## src/rtl/bos_emu_pkg.sv

```systemverilog
// bos_emu_pkg: shared types, widths and offset saturation for the BOS emulator.
package bos_emu_pkg;
    typedef enum logic {IDLE, HAVE_BLACK} state_t;
    localparam int VID_W = 14;
    localparam int Q_W = 12;
    localparam int CNT_W = 12;
    localparam int OFS_W = 16;
    localparam int OFS_MAX = 4095;
    function automatic logic signed [OFS_W-1:0] sat_ofs(input logic signed [17:0] x);
        return x > 18'(OFS_MAX) ? OFS_W'(OFS_MAX) : x < -18'(OFS_MAX) ? -OFS_W'(OFS_MAX) : $signed(x[OFS_W-1:0]);
    endfunction
endpackage

```

## src/rtl/bos_emu_delay_line.sv

```systemverilog
// bos_emu_delay_line: DEPTH-stage shift register advancing only when en is high.
module bos_emu_delay_line #(
    parameter int DEPTH = 3,
    parameter int WIDTH = 12
) (
    input  logic             clk,
    input  logic             rst,
    input  logic             en,
    input  logic [WIDTH-1:0] d,
    output logic [WIDTH-1:0] q
);
    logic [WIDTH-1:0] sr [DEPTH];
    always_ff @(posedge clk) begin
        if (rst) begin
            for (int i = 0; i < DEPTH; i++) sr[i] <= '0;
        end else if (en) begin
            sr[0] <= d;
            for (int i = 1; i < DEPTH; i++) sr[i] <= sr[i-1];
        end
    end
    assign q = sr[DEPTH-1];
endmodule

```

## src/rtl/bos_emulator.sv

```systemverilog
// bos_emulator: behavioural BOS front end (CDS, black clamp, 12-bit quantiser, pixel pipeline).
// Defining BOS_EMU_CLAMP_EN enables the clamp loop; otherwise offset stays 0.
module bos_emulator
    import bos_emu_pkg::*;
#(
    parameter int          PIPE_DELAY   = 3,
    parameter logic [11:0] CLAMP_TARGET = 12'd64,
    parameter int          CLAMP_SHIFT  = 3
) (
    input  logic             sys_clk,
    input  logic             rst,
    input  logic             clk_fpga,
    input  logic             shp_fpga,
    input  logic             shd_fpga,
    input  logic             clpdm_fpga,
    input  logic             hd_fpga,
    input  logic             vd_fpga,
    input  logic [VID_W-1:0] video_in,
    input  logic             err_clr,
    output logic             dataclk_fpga,
    output logic [Q_W-1:0]   q_fpga,
    output logic [CNT_W-1:0] pix_cnt,
    output logic [CNT_W-1:0] line_cnt,
    output logic             seq_err
);
`ifdef BOS_EMU_CLAMP_EN
    localparam bit CLAMP_ON = 1'b1;
`else
    localparam bit CLAMP_ON = 1'b0;
`endif
    logic clk_d, shp_d, shd_d, hd_d, vd_d;
    logic clk_r, shp_r, shd_r, hd_r, vd_r, viol;
    state_t state;
    logic [VID_W-1:0] black, video;
    logic pix_done, sc_v, sc_clp;
    logic signed [12:0] scaled;
    logic signed [16:0] sum;
    logic signed [17:0] err;
    logic signed [OFS_W-1:0] offset;
    logic [Q_W-1:0] q, hold;

    assign clk_r = clk_fpga & ~clk_d;
    assign shp_r = shp_fpga & ~shp_d;
    assign shd_r = shd_fpga & ~shd_d;
    assign hd_r  = hd_fpga & ~hd_d;
    assign vd_r  = vd_fpga & ~vd_d;
    assign viol  = (shp_r & shd_r) | (state == IDLE ? shd_r : shp_r);
    assign sum   = 17'(scaled) + 17'(offset);
    assign q     = sum[16] ? '0 : |sum[15:12] ? '1 : sum[11:0];
    assign err   = ($signed({6'd0, CLAMP_TARGET}) - 18'(sum)) >>> CLAMP_SHIFT;

    always_ff @(posedge sys_clk) begin
        if (rst) begin
            {clk_d, shp_d, shd_d, hd_d, vd_d, dataclk_fpga} <= '0;
            state <= IDLE;
            black <= '0;
            video <= '0;
            pix_done <= 1'b0;
            scaled <= '0;
            sc_v <= 1'b0;
            sc_clp <= 1'b0;
            offset <= '0;
            hold <= '0;
            pix_cnt <= '0;
            line_cnt <= '0;
            seq_err <= 1'b0;
        end else begin
            {clk_d, shp_d, shd_d, hd_d, vd_d} <= {clk_fpga, shp_fpga, shd_fpga, hd_fpga, vd_fpga};
            dataclk_fpga <= clk_d;
            seq_err <= (seq_err & ~err_clr) | viol;
            pix_done <= state == HAVE_BLACK && shd_r && !shp_r;
            if (shp_r && !shd_r) begin
                black <= video_in;
                state <= HAVE_BLACK;
            end else if (shd_r && !shp_r && state == HAVE_BLACK) begin
                video <= video_in;
                state <= IDLE;
            end
            // CDS difference is stored already divided by 4 (arithmetic shift)
            scaled <= 13'(($signed({1'b0, black}) - $signed({1'b0, video})) >>> 2);
            sc_v <= pix_done;
            sc_clp <= pix_done & clpdm_fpga;
            if (sc_v) hold <= q;
            if (CLAMP_ON && sc_clp) offset <= sat_ofs(18'(offset) + err);
            pix_cnt <= hd_r ? '0 : pix_cnt + CNT_W'(pix_done);
            line_cnt <= vd_r ? '0 : line_cnt + CNT_W'(hd_r);
        end
    end

    bos_emu_delay_line #(.DEPTH(PIPE_DELAY), .WIDTH(Q_W)) u_dly (
        .clk(sys_clk),
        .rst(rst),
        .en(clk_r),
        .d(hold),
        .q(q_fpga)
    );
endmodule
```

## config.mk

```make
export PLATFORM = sky130hd
export DESIGN_NAME = bos_emulator
export DESIGN_NICKNAME = d
export VERILOG_FILES = /design/src/rtl/bos_emu_pkg.sv /design/src/rtl/bos_emu_delay_line.sv /design/src/rtl/bos_emulator.sv
export SDC_FILE = /design/constraint.sdc
export NUM_CORES = 1
export LEC_CHECK = 0
export BUFFER_PORTS_ARGS = -buffer_cell sky130_fd_sc_hd__buf_2
export CELL_PAD_IN_SITES_DETAIL_PLACEMENT = 0
export CELL_PAD_IN_SITES_GLOBAL_PLACEMENT = 1
export CORE_ASPECT_RATIO = 0.8
export CORE_UTILIZATION = 40
export CTS_CLUSTER_DIAMETER = 100
export CTS_CLUSTER_SIZE = 10
export DETAILED_ROUTE_END_ITERATION = 6
export HOLD_SLACK_MARGIN = 0.02
export PLACE_DENSITY = 0.76
export SETUP_SLACK_MARGIN = 0.05
export SLEW_MARGIN = 15
export SYNTH_ARGS = -nofsm -noshare
export SYNTH_HDL_FRONTEND = slang
export SYNTH_HIERARCHICAL = 1
export SYNTH_SLANG_ARGS = --single-unit
```

## constraint.sdc

```tcl
create_clock -name sys_clk -period 2.2 [get_ports sys_clk]
set_input_delay 0.22 -clock sys_clk [delete_from_list [all_inputs] [get_ports sys_clk]]
set_output_delay 0.22 -clock sys_clk [all_outputs]
set_load 0.01 [all_outputs]
```

==> qor.yml <==
run_status: "finished clean"
crit_fanout: 4
worstSetupPathType: "reg -> reg"
clockRootBuffer: "clkbuf_16"
die_h_microns: 103.4
hold_viol: 0
gp_congestion: 0.7399
synth.most_common_cell: "dfxtp_1"
tightestPinTransition_ps: 1125
h-tree-depth: 4
num-fill-cells: 1172
tns_ps: 0
rows: 36
syn2layout_area_growth_pct: 19.10
cts_setup_buffers: 0
yosys_warnings: 6
dieArea_sq_um: 13310
slew_headroom_pct: 24.74
slew_viol_final: 0
core_sq_um: 12340
cts_num_sinks: 123
grtUsageMet3_pct: 4.578
cts_buffers: 17
n_antenna_cell: 0
synth_cell_types: 42
rsz0062_at_grt: "no"
grt_max_degree: 105
synth_fp_nets: 555
cts_max_path_buffers: 2
numPortBuffers: 59
synthTopCellsByArea: "dfxtp_1 (34%), edfxtp_1 (21%), and3b_1 (5.1%)"
ys_seq_area_share_pct: 54.90
die_w_microns: 128.8
setup_viol_count_final: 0
async_reset_ff_share_pct: 0
hold_slack_ps: 47.91
nets: 601
dp_hpwl_mm: 5.681
cp.required_ps: 2470
max_cap_violations: 0
drive_above_1_share_pct: 18.82
synth_edf_count: 36
clkSlewWorstSetupHoldPaths_ps: 50
yosys.area.top_type: "dfxtp_1"
hold_buffers: 0
gr-total-overflow: 0
max_freq_mhz: 516.3
clock_latency_ps: 400
post-route-min-period_ps: 1937
vias_per_cell: 4.630
synth-main-ff-cell: "dfxtp_1"
powerDensity_nw_per_um2: 943.5
fin_crit_sh_pct: 88.04
vias: 3449
ios: 61
drt.antenna.violating_nets: 0
synthesis.area_sq_um: 5141
drc: 0
arrival_ps: 2210
ys_top_cells_by_count: "dfxtp_1 (87), nand2_1 (63), nor2_1 (53)"
post_cts_resize_count: 0
cts_tree: "done"
min_path_type: "in -> reg"
grt_pass1_vias: 3211
postLayoutCoreUtil_pct: 49.61
avgSynthCellArea_sq_um: 9.983
drtPass1Iterations: 4
met1_usage_pct: 17.75
start_kind: "flip-flop"
ir_drop_mv: 0.5978
antenna_found_initial: 0
grt_usage_pct: 14.37
drt-wirelength-per-cell_microns: 11.77
skew_ps: 6.992
synth_top_area_share_pct: 33.88
use_met2_pct: 23.20
start_util_pct: 41.66
syn_inst: 515
busiest_layer: "met2"
ys_seq_elements: 123
grt_pass1_wl_mm: 14.60
end_kind: "flip-flop"
p_leak_nw: 2.624
drt_iter0_drc: 115
wl_mm: 8.766
layer usage:
metal,wire [microns],vias to the layer above
met4,143,0
met2,3872,59
met1,4395,1557
li1,-,1819
met3,355,14
met5,0,-
registers in the layout, summed over array words and instances (netlist names):
signal / count
hold: 12
u_dly/sr: 36
vd_d: 1
line_cnt: 12
shp_d: 1
state: 1
dataclk_fpga: 1
video: 14
hd_d: 1
seq_err: 1
sc_v: 1
black: 14
scaled: 13
pix_cnt: 12
shd_d: 1
clk_d: 1
pix_done: 1
layout make-up:
cell class                      count  area (sq um)  area share (%)
Sequential cell                   123          2823           46.10
Timing Repair Buffer               63         350.3           5.721
Multi-Input combinational cell    334          2027           33.10
Inverter                           22         82.58           1.349
Clock inverter                     12         170.2           2.779
Clock buffer                       20         456.7           7.458
Tap cell                          171         214.0           3.494
power breakdown:
part | internal, mW | total [mW] | switching, mW
clock | 1.94 | 2.89 | 0.947
combinational | 0.166 | 0.407 | 0.241
sequential | 2.45 | 2.48 | 0.0351
cells by family (layout without fill, tap and decap cells):
family / Yosys count / count (layout) / synth area share [%]
AOI/OAI and AO/OA: 70 / 70 / 7.983
xor gates and xnor gates: 25 / 25 / 4.259
adders and majority gates: 17 / 17 / 4.137
buffers and inverters: 58 / 117 / 5.670
DFF: 123 / 123 / 54.90
and+or+nand+nor: 222 / 222 / 23.05
placed cells by master (no fill, tap or decap), types with 4 or more instances in the layout:
cell type    n
edfxtp_1    36
and3b_2      6
nand4_1      5
nor2b_1     22
buf_2       59
xor2_1      17
bufinv_16    4
and3_1       5
o21ai_0      4
a21oi_1     49
clkbuf_16   17
and3b_1     30
ha_1        17
inv_1       22
clkinvlp_4   5
nand2_1     63
nor3_1       7
xnor2_1      8
nand3_1     16
nor2_1      53
dfxtp_1     87
path summary, 6_finish.rpt:
check / endpoint / slack, ps / startpoint / depth (start not counted)
min: shd_d$_SDFF_PP0_ / 50 / shd_fpga / 2
max reg2reg: scaled[6]$_SDFF_PP0_ / 260 / video[2]$_SDFFE_PP0P_ / 8
max: scaled[6]$_SDFF_PP0_ / 260 / video[2]$_SDFFE_PP0P_ / 8
min reg2reg: video[9]$_SDFFE_PP0P_ / 450 / video[9]$_SDFFE_PP0P_ / 2
metrics by stage:
stage,worst slack [ps],cells,power (mW),area (sq um)
6_report,263.1,745,5.778,6123
5_1_grt,152.0,745,6.006,6123
4_1_cts,257.8,745,5.849,6123
3_5_place_dp,274.3,713,2.937,5497
3_3_place_gp,311.8,713,2.923,5497
2_1_floorplan,445.4,515,2.840,5141
critical path, cell delays in order, from the launching register on:
cell and delay [ps]:
dfxtp_1 330, inv_1 40, ha_1 320, a21o_1 200
a31oi_1 220, o22ai_2 170, o41ai_2 260, xor2_1 220
nor2_1 60
Note: power is estimated with default switching activity, not from simulation.
